$ cat src/rtl/return_stack.sv
// Return-address stack for the pipelined 8-bit core.
// It pushes the return PC on a call and pops it on a return.
// It also reports occupancy and keeps sticky overflow and underflow flags.
module return_stack #(
    parameter int WIDTH = 12,
    parameter int DEPTH = 8,              // power of two, at least 2
    parameter int PTR_W = $clog2(DEPTH)
) (
    input  logic             clk,
    input  logic             rst,         // synchronous, active low
    input  logic             push,
    input  logic             pop,
    input  logic [WIDTH-1:0] push_data,
    input  logic             clear_flags,
    output logic [WIDTH-1:0] top,
    output logic [PTR_W:0]   count,
    output logic             empty,
    output logic             full,
    output logic             overflow,
    output logic             underflow
);

    logic [WIDTH-1:0] mem_reg [DEPTH];
    logic [PTR_W:0]   count_reg;
    logic [PTR_W:0]   count_next;
    logic             overflow_reg;
    logic             overflow_next;
    logic             underflow_reg;
    logic             underflow_next;

    logic             wr_en;
    logic [PTR_W-1:0] wr_addr;
    logic             ovf_set;
    logic             unf_set;
    logic [PTR_W:0]   top_idx;
    logic             is_empty;
    logic             is_full;

    assign is_empty = (count_reg == '0);
    assign is_full  = (count_reg == (PTR_W+1)'(DEPTH));
    // Index of the current top entry; only meaningful when not empty.
    assign top_idx  = count_reg - (PTR_W+1)'(1);

    // Decode push/pop into a memory write, a count update and flag set requests.
    always_comb begin
        count_next = count_reg;
        wr_en      = 1'b0;
        wr_addr    = count_reg[PTR_W-1:0];
        ovf_set    = 1'b0;
        unf_set    = 1'b0;
        case ({push, pop})
            2'b10: begin
                if (is_full) begin
                    ovf_set = 1'b1;
                end else begin
                    wr_en      = 1'b1;
                    count_next = count_reg + (PTR_W+1)'(1);
                end
            end
            2'b01: begin
                if (is_empty) begin
                    unf_set = 1'b1;
                end else begin
                    count_next = top_idx;
                end
            end
            2'b11: begin
                wr_en = 1'b1;
                if (is_empty) begin
                    // Nothing to replace: the push lands in slot 0, but the pop still underflowed.
                    wr_addr    = '0;
                    count_next = (PTR_W+1)'(1);
                    unf_set    = 1'b1;
                end else begin
                    // Return followed by call in one cycle: overwrite the top in place.
                    wr_addr = top_idx[PTR_W-1:0];
                end
            end
            default: ;
        endcase
        // A new error on the same edge beats a clear request.
        overflow_next  = ovf_set | (overflow_reg  & ~clear_flags);
        underflow_next = unf_set | (underflow_reg & ~clear_flags);
    end

    // Occupancy counter and sticky flags; reset wins over every other request.
    always_ff @(posedge clk) begin
        if (!rst) begin
            count_reg     <= '0;
            overflow_reg  <= 1'b0;
            underflow_reg <= 1'b0;
        end else begin
            count_reg     <= count_next;
            overflow_reg  <= overflow_next;
            underflow_reg <= underflow_next;
        end
    end

    // Entry storage; contents survive reset and are simply made unreachable.
    always_ff @(posedge clk) begin
        if (rst && wr_en) begin
            mem_reg[wr_addr] <= push_data;
        end
    end

    // Top of stack reads combinationally so a return can use it on the popping edge.
    always_comb begin
        top = '0;
        if (!is_empty) begin
            top = mem_reg[top_idx[PTR_W-1:0]];
        end
    end

    assign count     = count_reg;
    assign empty     = is_empty;
    assign full      = is_full;
    assign overflow  = overflow_reg;
    assign underflow = underflow_reg;

endmodule

$ cat config.mk
export PLATFORM = sky130hd
export DESIGN_NAME = return_stack
export DESIGN_NICKNAME = d
export VERILOG_FILES = /design/src/rtl/return_stack.sv
export SDC_FILE = /design/constraint.sdc
export NUM_CORES = 1
export LEC_CHECK = 0
export BUFFER_PORTS_ARGS = -buffer_cell sky130_fd_sc_hd__buf_4
export CAP_MARGIN = 40
export CORE_ASPECT_RATIO = 1.4
export CORE_MARGIN = 2
export CORE_UTILIZATION = 35
export CTS_CLUSTER_SIZE = 16
export DETAILED_ROUTE_END_ITERATION = 12
export MAX_ROUTING_LAYER = met4
export PLACE_DENSITY = 0.53
export SLEW_MARGIN = 20
export SYNTH_ARGS = -nofsm -noshare
export SYNTH_HDL_FRONTEND = slang
export SYNTH_SLANG_ARGS = --single-unit
$ cat constraint.sdc
create_clock -name clk -period 6.2 [get_ports clk]
set_input_delay 0.93 -clock clk [delete_from_list [all_inputs] [get_ports clk]]
set_output_delay 0.93 -clock clk [all_outputs]
set_load 0.005 [all_outputs]
==> results of run 1 <==
final timing paths:
path                                      end  startpoint
worst min register to register       count[3]    count[3]
worst min-delay path                 count[3]    count[3]
worst max register to register  mem_reg[7][8]    count[0]
worst max-delay path                  top[11]    count[0]
kinds of logic (layout without fill, tap and decap cells):
family                     after synthesis  count (layout)  share of synthesized area [%]
AOI/OAI and AO/OA                       31              31                          4.648
xor gates and xnor gates                 3               3                         0.6218
adders and majority gates                3               3                         0.8882
buffers and inverters                   20              71                          2.368
DFF                                    102             102                          71.05
muxes                                   27              27                          13.56
and+or+nand+nor                         58              58                          6.868
metal layers:
metal  global-route usage (%)  wire, um
met1                    16.84      3618
met2                    23.57      4455
met3                    3.439       370
met4                    6.182       229
met5                        -         0
cell type report:
| cell class | instances | area [um2] |
|---|---|---|
| well taps | 147 | 183.9 |
| inverters | 7 | 26.28 |
| clock inverters | 6 | 87.58 |
| flip-flops and latches | 102 | 3004 |
| clock buffers | 9 | 225.2 |
| multi-input cells | 122 | 1164 |
| fillers | 1048 | 6758 |
| repair buffers | 49 | 371.6 |
worst max-delay path, stage by stage (launching register included):
cell and delay, ns:
dfxtp_2 0.31, buf_4 0.49, inv_1 0.14, ha_1 0.56, buf_4 0.36, mux4_2 0.34
nand2_1 0.09, a21oi_1 0.08, buf_4 0.17
stage by stage:
step	power [mW]	cells
after global routing	1.913	442
after detailed placement	1.266	427
after global placement	1.259	426
final	1.832	442
after CTS	1.856	442
after floorplan	1.085	244
cell usage in the layout (no fill, tap or decap), drive strengths merged, types with 2 or more instances in the layout:
master,instances
xnor2,2
edfxtp,96
a21oi,20
nor2b,3
bufinv,2
nand2b,2
mux2,2
mux4,24
o21ai,2
inv,7
nor3,12
dfxtp,6
nor2,6
ha,3
and2,2
a311oi,2
clkbuf,9
clkinv,4
nand2,28
buf,49
power groups by stage:
stage	registers [mW]	logic [mW]	clock network (mW)
after floorplan	0.806	0.278	0
after global placement	0.809	0.450	0
after CTS	0.795	0.458	0.604
final	0.794	0.447	0.591
after global routing	0.796	0.491	0.626
after detailed placement	0.810	0.456	0
==> metrics.md, run 1 <==
| Metric | Value |
|---|---|
| Run status | finished clean |
| Setup crit end kind | output pin |
| Later-pin clock latency in the skew report | 0.34 ns |
| First-iteration detailed-routing DRC count | 132 |
| Final core occ | 42.83% |
| Hold_buf cts | 0 |
| Post-CTS Setup Inserts | 0 |
| Post-route DRC | 0 |
| Routed WL per cell | 19.62 um |
| WHS Path Cells | 2 |
| Max_cap viols | 0 |
| Pwr Density | 361.8 nW/um2 |
| Place WS | 2.654 ns |
| Final worst slack | 2.358 ns |
| Die width | 96.88 um |
| Die Area | 12,980 um2 |
| Top-area cell type share of the netlist area | 68.21% |
| Via density | 5.213 |
| RSZ-0062 raised after global routing | false |
| Clock Skew | 0.004200 ns |
| CTS tree | built |
| Clock power frac | 32.3% |
| Setup violations, final | 0 |
| Most used DFF post-synth | edfxtp_1 |
| Fin crit period | 3.842 ns |
| Post-DRT Antenna Nets | 0 |
| Vias after detailed routing | 2,304 |
| Relative slew margins | 47.65% |
| Input/output buffers | 36 |
| Core area | 11,820 um2 |
| Int Power | 1.343 mW |
| Cell Area, Synth | 4227 um2 |
| Max-slew violation count | 0 |
| Ys async rst share | 0% |
| Flops & latches, synth | 102 |
| Design Area, Final | 5062 um2 |
| R2R Setup Slk | 2.83 ns |
| IO Count | 37 |
| Number of synthesized flops with an enable pin | 96 |
| Initial antenna violation count | 0 |
| Synth cell types | 36 |
| Nets | 311 |
| Post-place instance area | 4750 um2 |
| Reg power frac | 43.4% |
| Max Freq | 260.3 MHz |
| Logic pwr share | 24.4% |
| Setup TNS | 0 ns |
| Final worst-path cycle share | 61.97% |
| CTS clk-pin slew, worst paths | 0.07 ns |
| GR Overflow Total | 0 |
| Switching part of the total | 26.67% |
| Crit-path max FO | 35 |
| Max clock buf depth | 2 |
| First-pass GRT wire length | 13,370 um |
| Antenna Cells | 0 |
| Fin. Hold Viols | 0 |
| Switch Pwr | 0.4885 mW |
| Post-DP HPWL | 5377 um |
| Hold Crit Class | flip-flop to flip-flop |
| Yosys top cell by area | edfxtp_1 |
| Hold slack | 0.6032 ns |
| Slew @ Worst Pin | 0.7731 ns |
| Yosys warning total | 0 |
| Syn Nets | 264 |
| Rows | 47 |
| Crit path required time | 5.27 ns |
| Clock root buffer | clkbuf_16 |
| TritonCTS buffer count | 9 |
| Syn Inst Count | 244 |
| Vias in the first global route | 2,368 |
| Kind of critical path | flip-flop to output pin |
| TritonRoute pass-1 iters | 4 |
| Worst Path Arrival | 2.91 ns |
| Synth Area per Inst | 17.32 um2 |
| Crit path launch type | flip-flop |
| Sequential-to-total area share from yosys stat | 71.05% |
| Synth-to-layout area growth | 19.78% |
| Post-CTS sizing | 0 |
| Leak | 1.709 nW |
| Synth top area cells | edfxtp_1 (68%), mux4_2 (13%), dfxtp_1 (2.8%) |
| Clk sinks | 102 |
| Synth top cells by count | edfxtp_1 (96), nand2_1 (28), mux4_2 (24), a21oi_1 (19), nor3_1 (12) |
| Total GRT Usage | 14.31% |
| Cell with the most instances after synthesis | edfxtp_1 |
| Share of cells above drive strength 1 | 35.25% |
| H-tree Lvls | 3 |
| Chip height | 134.0 um |
| Peak VDD IR | 0.1802 mV |
| R2R depth | 9 |
| Max FFs per register | 96 |
| Routability cong. | 0.7292 |
| Starting Density | 35.76% |
| Final wirelength | 8673 um |
| Pin count of the biggest net entering global routing | 36 |
Note: power is estimated with default switching activity, not from simulation.
==> run 2: changes to the inputs <==
ABC_AREA = 1   (was not set)
PLACE_DENSITY = 0.52   (was 0.53)
clock period = 4 ns   (was 6.2 ns; I/O delays follow)
==> run 2 against run 1 <==
Combinational power increased by 89%. Global-route usage increased by 1.1 points. Non-clock buffer count decreased by 1. Die area increased by 3.5%. Sequential share of layout area decreased by 0.79 points. Design area increased by 1.3%. Highest routed layer unchanged.
==> metrics.md, run 2 <==
| Metric | Value |
|---|---|
| Cell Area, Synth | 4380 um2 (+3.6%) |
| CP Buf/Inv Count | 3 (-1) |
| Synth top area cells | edfxtp_1 (66%), nor2_1 (9.3%), o21ai_0 (5.5%) |
| Relative slew margins | 52.12% (+4.5 points) |
| Simple-gate share of the synthesized area | 15.34% (+8.5 points) |
| Crit-path max FO | 27 (-23%) |
| Fin. Hold Viols | 0 (unchanged) |
| Clk sinks | 102 (unchanged) |
| Peak VDD IR | 0.1800 mV (-0.14%) |
| Met1 Routed Length | 4223 um (+17%) |
| TritonCTS buffer count | 9 (unchanged) |
| Max-slew violation count | 0 (unchanged) |
| Highest routed layer | met4 |
| Number of synthesized flops with an enable pin | 96 (unchanged) |
| Worst Path Arrival | 2.62 ns (-0.29 ns) |
| Post-CTS sizing | 0 (unchanged) |
| Clock root buffer | clkbuf_16 |
| Setup crit end kind | output pin |
| Synth top cells by count | nor2_1 (108), edfxtp_1 (96), o21ai_0 (48), nand2_1 (40), buf_2 (14) |
| Die width | 98.55 um (+1.7%) |
| Yosys top cell by area | edfxtp_1 |
| Most used DFF post-synth | edfxtp_1 |
| Total GRT Usage | 15.43% (+1.1 points) |
| Met2 WL | 4925 um (+11%) |
| Setup TNS | 0 ns (unchanged) |
| Routed WL per cell | 16.68 um (-15%) |
| Later-pin clock latency in the skew report | 0.34 ns (about the same) |
| Nets | 448 (+44%) |
| Leak | 1.881 nW (+10%) |
| First-iteration detailed-routing DRC count | 144 (+9.1%) |
| Fin crit period | 3.224 ns |
| Hold_buf cts | 0 (unchanged) |
| First-pass GRT wire length | 15,460 um (+16%) |
| Antenna Cells | 0 (unchanged) |
| Setup violations, final | 0 (unchanged) |
| Initial antenna violation count | 0 (unchanged) |
| CP Cell Sequence | inv_2 -> ha_1 -> inv_1 -> o21ai_0 -> o22ai_1 -> nor2_1 -> nor2_1 -> buf_4 |
| Sequential-to-total area share from yosys stat | 68.55% (-2.5 points) |
| Slowest stage delay, CP | 0.48 ns (-0.08 ns) |
| Run status | finished clean |
| Most used cells in the layout excluding fill and tap cells | nor2_1 (108), edfxtp_1 (96), o21ai_0 (48), buf_4 (48), nand2_1 (40) |
| Max clock buf depth | 2 (unchanged) |
| Clock Skew | 0.007134 ns (+0.002934 ns) |
| Ys async rst share | 0% (unchanged) |
| Cell with the most instances after synthesis | nor2_1 |
| Vias after detailed routing | 2,897 (+26%) |
| Crit path launch type | flip-flop |
| Starting Density | 35.75% (about the same) |
| Post-CTS Setup Inserts | 0 (unchanged) |
| Final core occ | 41.86% (-0.97 points) |
| Via density | 4.978 (-4.5%) |
| Mux cell area share after synthesis | 0% (-14 points) |
| Die Area | 13,440 um2 (+3.5%) |
| Max_cap viols | 0 (unchanged) |
| Met3 wire length | 420 um (+14%) |
| CTS clk-pin slew, worst paths | 0.07 ns (about the same) |
| Post-synthesis compound-gate area fraction | 10.74% (+6.1 points) |
| Yosys warning total | 0 (unchanged) |
| Pwr Density | 587.1 nW/um2 (+62%) |
| Kind of critical path | flip-flop to output pin |
| CTS tree | built |
| Max FFs per register | 96 (unchanged) |
| Syn Inst Count | 390 (+60%) |
| Share of cells above drive strength 1 | 18.06% (-17 points) |
| Syn Nets | 410 (+55%) |
| RSZ-0062 raised after global routing | false |
| Final worst slack | 0.7761 ns (-1.582 ns) |
| Top-area cell type share of the netlist area | 65.81% (-2.4 points) |
| Xor-xnor portion of the synthesized cell area | 0.5713% (-0.050 points) |
| IO Count | 37 (unchanged) |
| H-tree Lvls | 3 (unchanged) |
| Final wirelength | 9706 um (+12%) |
| Flops & latches, synth | 102 (unchanged) |
| Synth-to-layout area growth | 17.08% |
| Hold Crit Class | flip-flop to flip-flop |
| Crit path required time | 3.40 ns (-1.87 ns) |
| Post-DP HPWL | 6103 um (+14%) |
| Pin count of the biggest net entering global routing | 55 (+53%) |
| TritonRoute pass-1 iters | 4 (unchanged) |
| Largest family of logic cells by synthesized area | simple AND/OR/NAND/NOR gates |
| CP delay by family, top | buffers and inverters |
| Slew @ Worst Pin | 0.7155 ns (-0.05757 ns) |
| Slowest-stage cell, CP | ha_1 |
| Adder-Cell Fraction of Synth Area | 0.8569% (-0.031 points) |
| GR Overflow Total | 0 (unchanged) |
| Input/output buffers | 36 (unchanged) |
| Final worst-path cycle share | 80.60% |
| Vias in the first global route | 2,896 (+22%) |
| Max Freq | 310.2 MHz |
| Chip height | 136.4 um (+1.7%) |
| Most common cell after layout, fill and taps aside | nor2_1 |
| Place WS | 1.138 ns (-1.516 ns) |
| Rows | 48 (+2.1%) |
| Post-DRT Antenna Nets | 0 (unchanged) |
| Routability cong. | 0.7622 (+4.5%) |
| Synth Area per Inst | 11.23 um2 (-35%) |
| Synth cell types | 28 (-22%) |
| Post-route DRC | 0 (unchanged) |
| Most frequent CP cell | nor2_1 |
| Core area | 12,250 um2 (+3.7%) |
-- run 2: changes by cell type after synthesis, moves of 17 or more --
cell     change
o21ai_0     +48
a21oi_1     -17
mux4_2      -24
nor2_1     +102
-- run 2: logic make-up (layout without fill, tap and decap cells) --
family | Yosys count | count (layout)
fa+ha+maj | 3 | 3
buf+inv | 37 | 79
flops | 102 | 102
compound gates | 82 | 82
xor+xnor | 2 | 2
simple gates | 164 | 164
-- run 2: layer usage --
| layer | up-vias | track usage (%) |
|---|---|---|
| met1 | 1388 | 19.23 |
| met3 | 8 | 3.188 |
| met4 | 0 | 5.175 |
| li1 | 1438 | - |
| met5 | - | - |
| met2 | 63 | 25.21 |
-- run 2: final timing paths --
| path | startpoint | endpoint | slack (ns) | depth (start not counted) |
|---|---|---|---|---|
| setup reg to reg | count[0] | mem_reg[4][4] | 1.22 | 9 |
| hold reg to reg | underflow | underflow | 0.47 | 2 |
| hold / removal | underflow | underflow | 0.47 | 2 |
| setup / recovery | count[0] | top[3] | 0.78 | 8 |
-- run 2: area by class of cell --
type	instances	area, um2
clock buffer	10	229.0
clock inverter	5	83.83
fill	1176	7123
inverter	16	60.06
multi-input combinational	251	1205
sequential	102	3003
tap	150	187.7
timing repair buffer	48	360.3
-- run 2: worst reg2reg max path: stages (launching register included) --
cell and delay (ns):
dfxtp_1 0.32, inv_2 0.34, ha_1 0.37, nand2_4 0.20
nand2_4 0.16, o21ai_2 0.08, inv_1 0.09, nand2_2 0.07
nor2_1 0.55, buf_4 0.31
-- run 2: power breakdown --
| group | leakage (nW) | internal, mW | switching (mW) |
|---|---|---|---|
| Sequential | 0.916 | 1.21 | 0.0287 |
| Combinational | 0.815 | 0.334 | 0.513 |
| Clock | 0.150 | 0.548 | 0.374 |
-- run 2: stage by stage --
stage	hold WS (ns)	cells	area [um2]	power (mW)
floorplan	0.4597	390	4380	1.805
global placement	0.4573	567	4816	2.120
detailed placement	0.4682	567	4816	2.119
CTS	0.4792	582	5129	3.051
global route	0.4891	582	5129	3.190
finish	0.4712	582	5129	3.011
==> run 3: changes to the inputs <==
clock period = 3.3 ns   (was 4 ns; I/O delays follow)
==> run 3 against run 2 <==
Global-route usage increased by 0.23 points. Hold slack worse by 0.090 ns. Critical path depth did not move. Sequential share of layout area down 0.20 points.
==> metrics.md, run 3 (synthesized netlist as in run 2, its figures left out) <==
| Metric | Value |
|---|---|
| Run status | finished clean |
| Slowest-stage cell, CP | dfxtp_1 |
| Hold_buf cts | 0 (unchanged) |
| Routability cong. | 0.7684 (+0.81%) |
| TritonCTS buffer count | 9 (unchanged) |
| CP delay by family, top | buffers and inverters |
| Share of cells above drive strength 1 | 19.55% (+1.5 points) |
| CP Cell Sequence | inv_1 -> ha_2 -> buf_4 -> o21ai_0 -> o211ai_1 -> nand2_1 -> nor2_1 -> buf_4 |
| Hold path start | push_data[6] |
| Peak VDD IR | 0.2347 mV (+30%) |
| Final wirelength | 9769 um (+0.65%) |
| Synth-to-layout area growth | 17.48% |
| IO Count | 37 (unchanged) |
| R2R depth | 9 (unchanged) |
| Leak | 1.891 nW (+0.53%) |
| Final worst-path cycle share | 88.83% |
| Routed WL per cell | 16.56 um (-0.72%) |
| Worst Path Arrival | 2.44 ns (-0.18 ns) |
| Vias in the first global route | 2,912 (+0.55%) |
| Max-slew violation count | 0 (unchanged) |
| Clock Skew | 0.006119 ns (-0.001015 ns) |
| Worst hold endpoint | mem_reg[1][6] |
| Reg-to-Reg Start | count[0] |
| Setup TNS | 0 ns (unchanged) |
| Clock root buffer | clkbuf_16 |
| CTS tree | built |
| Hold Crit Class | input port to flip-flop |
| Vias after detailed routing | 2,955 (+2.0%) |
| Most common cell after layout, fill and taps aside | nor2_1 |
| Crit path required time | 2.80 ns (-0.60 ns) |
| Input/output buffers | 36 (unchanged) |
| Crit-path max FO | 24 (-11%) |
| Max clock buf depth | 2 (unchanged) |
| Post-DP HPWL | 6227 um (+2.0%) |
| Slowest stage delay, CP | 0.49 ns (about the same) |
| Die width | 98.55 um (unchanged) |
| Most used cells in the layout excluding fill and tap cells | nor2_1 (108), edfxtp_1 (96), buf_4 (55) |
| First-pass GRT wire length | 15,540 um (+0.49%) |
| Most frequent CP cell | buf_4 |
| Final core occ | 42.00% (+0.14 points) |
| Antenna Cells | 0 (unchanged) |
| Chip height | 136.4 um (unchanged) |
| Pwr Density | 689.8 nW/um2 (+17%) |
| Later-pin clock latency in the skew report | 0.34 ns (about the same) |
| CTS clk-pin slew, worst paths | 0.07 ns (about the same) |
| Setup violations, final | 0 (unchanged) |
| TritonRoute pass-1 iters | 5 (+1) |
| RR Endpoint | mem_reg[3][5] |
| Clock power frac | 27.8% (-2.8 points) |
| First-iteration detailed-routing DRC count | 144 (unchanged) |
| CP Buf/Inv Count | 3 (unchanged) |
| Post-DRT Antenna Nets | 0 (unchanged) |
| H-tree Lvls | 3 (unchanged) |
| RSZ-0062 raised after global routing | false |
| Int Power | 2.406 mW (+15%) |
| Hold slack | 0.3815 ns (-0.08968 ns) |
| Fin crit period | 2.932 ns |
| Via density | 5.008 (+0.62%) |
| R2R Setup Slk | 0.91 ns (-0.31 ns) |
| Relative slew margins | 60.62% (+8.5 points) |
| Crit. path cell count | 8 (unchanged) |
| Clk sinks | 102 (unchanged) |
| Total power | 3.550 mW (+18%) |
| Slew @ Worst Pin | 0.5908 ns (-0.1248 ns) |
| WHS Path Cells | 1 (-1) |
| Nets | 455 (+1.6%) |
| Reg power frac | 42.3% (+1.1 points) |
| GR Overflow Total | 0 (unchanged) |
| Setup crit end kind | output pin |
| Starting Density | 35.75% (unchanged) |
| Fin. Hold Viols | 0 (unchanged) |
| Switching part of the total | 32.21% (+1.8 points) |
| Core area | 12,250 um2 (unchanged) |
| Max_cap viols | 0 (unchanged) |
| Logic pwr share | 29.8% (+1.7 points) |
| Max Freq | 341.1 MHz |
| Rows | 48 (unchanged) |
| Die Area | 13,440 um2 (unchanged) |
| Crit path launch type | flip-flop |
| Total GRT Usage | 15.66% (+0.23 points) |
| Initial antenna violation count | 0 (unchanged) |
| Post-route DRC | 0 (unchanged) |
| Switch Pwr | 1.143 mW (+25%) |
| Kind of critical path | flip-flop to output pin |
| Pin count of the biggest net entering global routing | 55 (unchanged) |
| Max FFs per register | 96 (unchanged) |
[run 3: cell types whose count changed in the layout (fill, tap and decap cells not counted), sizes merged]
cell / delta
clkinv: +1
clkinvlp: +2
buf: +7
bufinv: -2
[run 3: timing repair]
| action | 4_1_cts | 5_1_grt |
|---|---|---|
| setup buffers | 0 | 0 |
| setup endpoints to repair | 0 | 1 |
| resized for setup | 0 | 1 |
[run 3: worst max path at each step]
stage	from	slack (ns)	endpoint
after floorplan	count[0]	0.81	mem_reg[6][0]
after global placement	count[1]	0.60	top[4]
after detailed placement	count[1]	0.59	top[4]
after CTS	count[1]	0.20	top[4]
after global routing	count[1]	0.09	top[5]
final	count[1]	0.37	top[4]
[run 3: power by group through the flow]
stage	clock network (mW)	registers, mW	logic [mW]
after detailed placement	0	1.53	1.08
after floorplan	0	1.52	0.667
after global placement	0	1.53	1.07
after global routing	1.05	1.51	1.20
after CTS	1.01	1.50	1.08
final	0.988	1.50	1.06
[run 3: cell type report]
type	instances	area, um2
clock buffers	10	229.0
clock inverters	6	46.29
fillers	1163	7106
inverters	16	60.06
multi-input cells	251	1207
flip-flops and latches	102	3003
well taps	150	187.7
repair buffers	55	412.9
[run 3: metal layers]
metal  vias up  wire length, um  track usage (%)
met4         0              204            6.164
met5         -                0                -
met3        14              370            3.136
met2        68             4878            25.36
li1       1450                -                -
met1      1423             4316            19.40
[run 3: worst register-to-register path, delay by kind of cell, from the launching register on]
| family | cells | cell delay (ns) |
|---|---|---|
| AND/OR/NAND/NOR | 5 | 0.85 |
| AO/OA/AOI/OAI | 1 | 0.12 |
| buffers and inverters | 2 | 0.51 |
| flip-flops | 1 | 0.32 |
| adder cells (fa/ha/maj) | 1 | 0.31 |
[run 3: through the flow]
step                setup WS, ns  instances  cell area (um2)
floorplan                 0.8108        390             4380
global placement          0.5958        574             4868
detailed placement        0.5880        574             4868
CTS                       0.2015        590             5144
global route             0.08968        590             5146
finish                    0.3685        590             5146
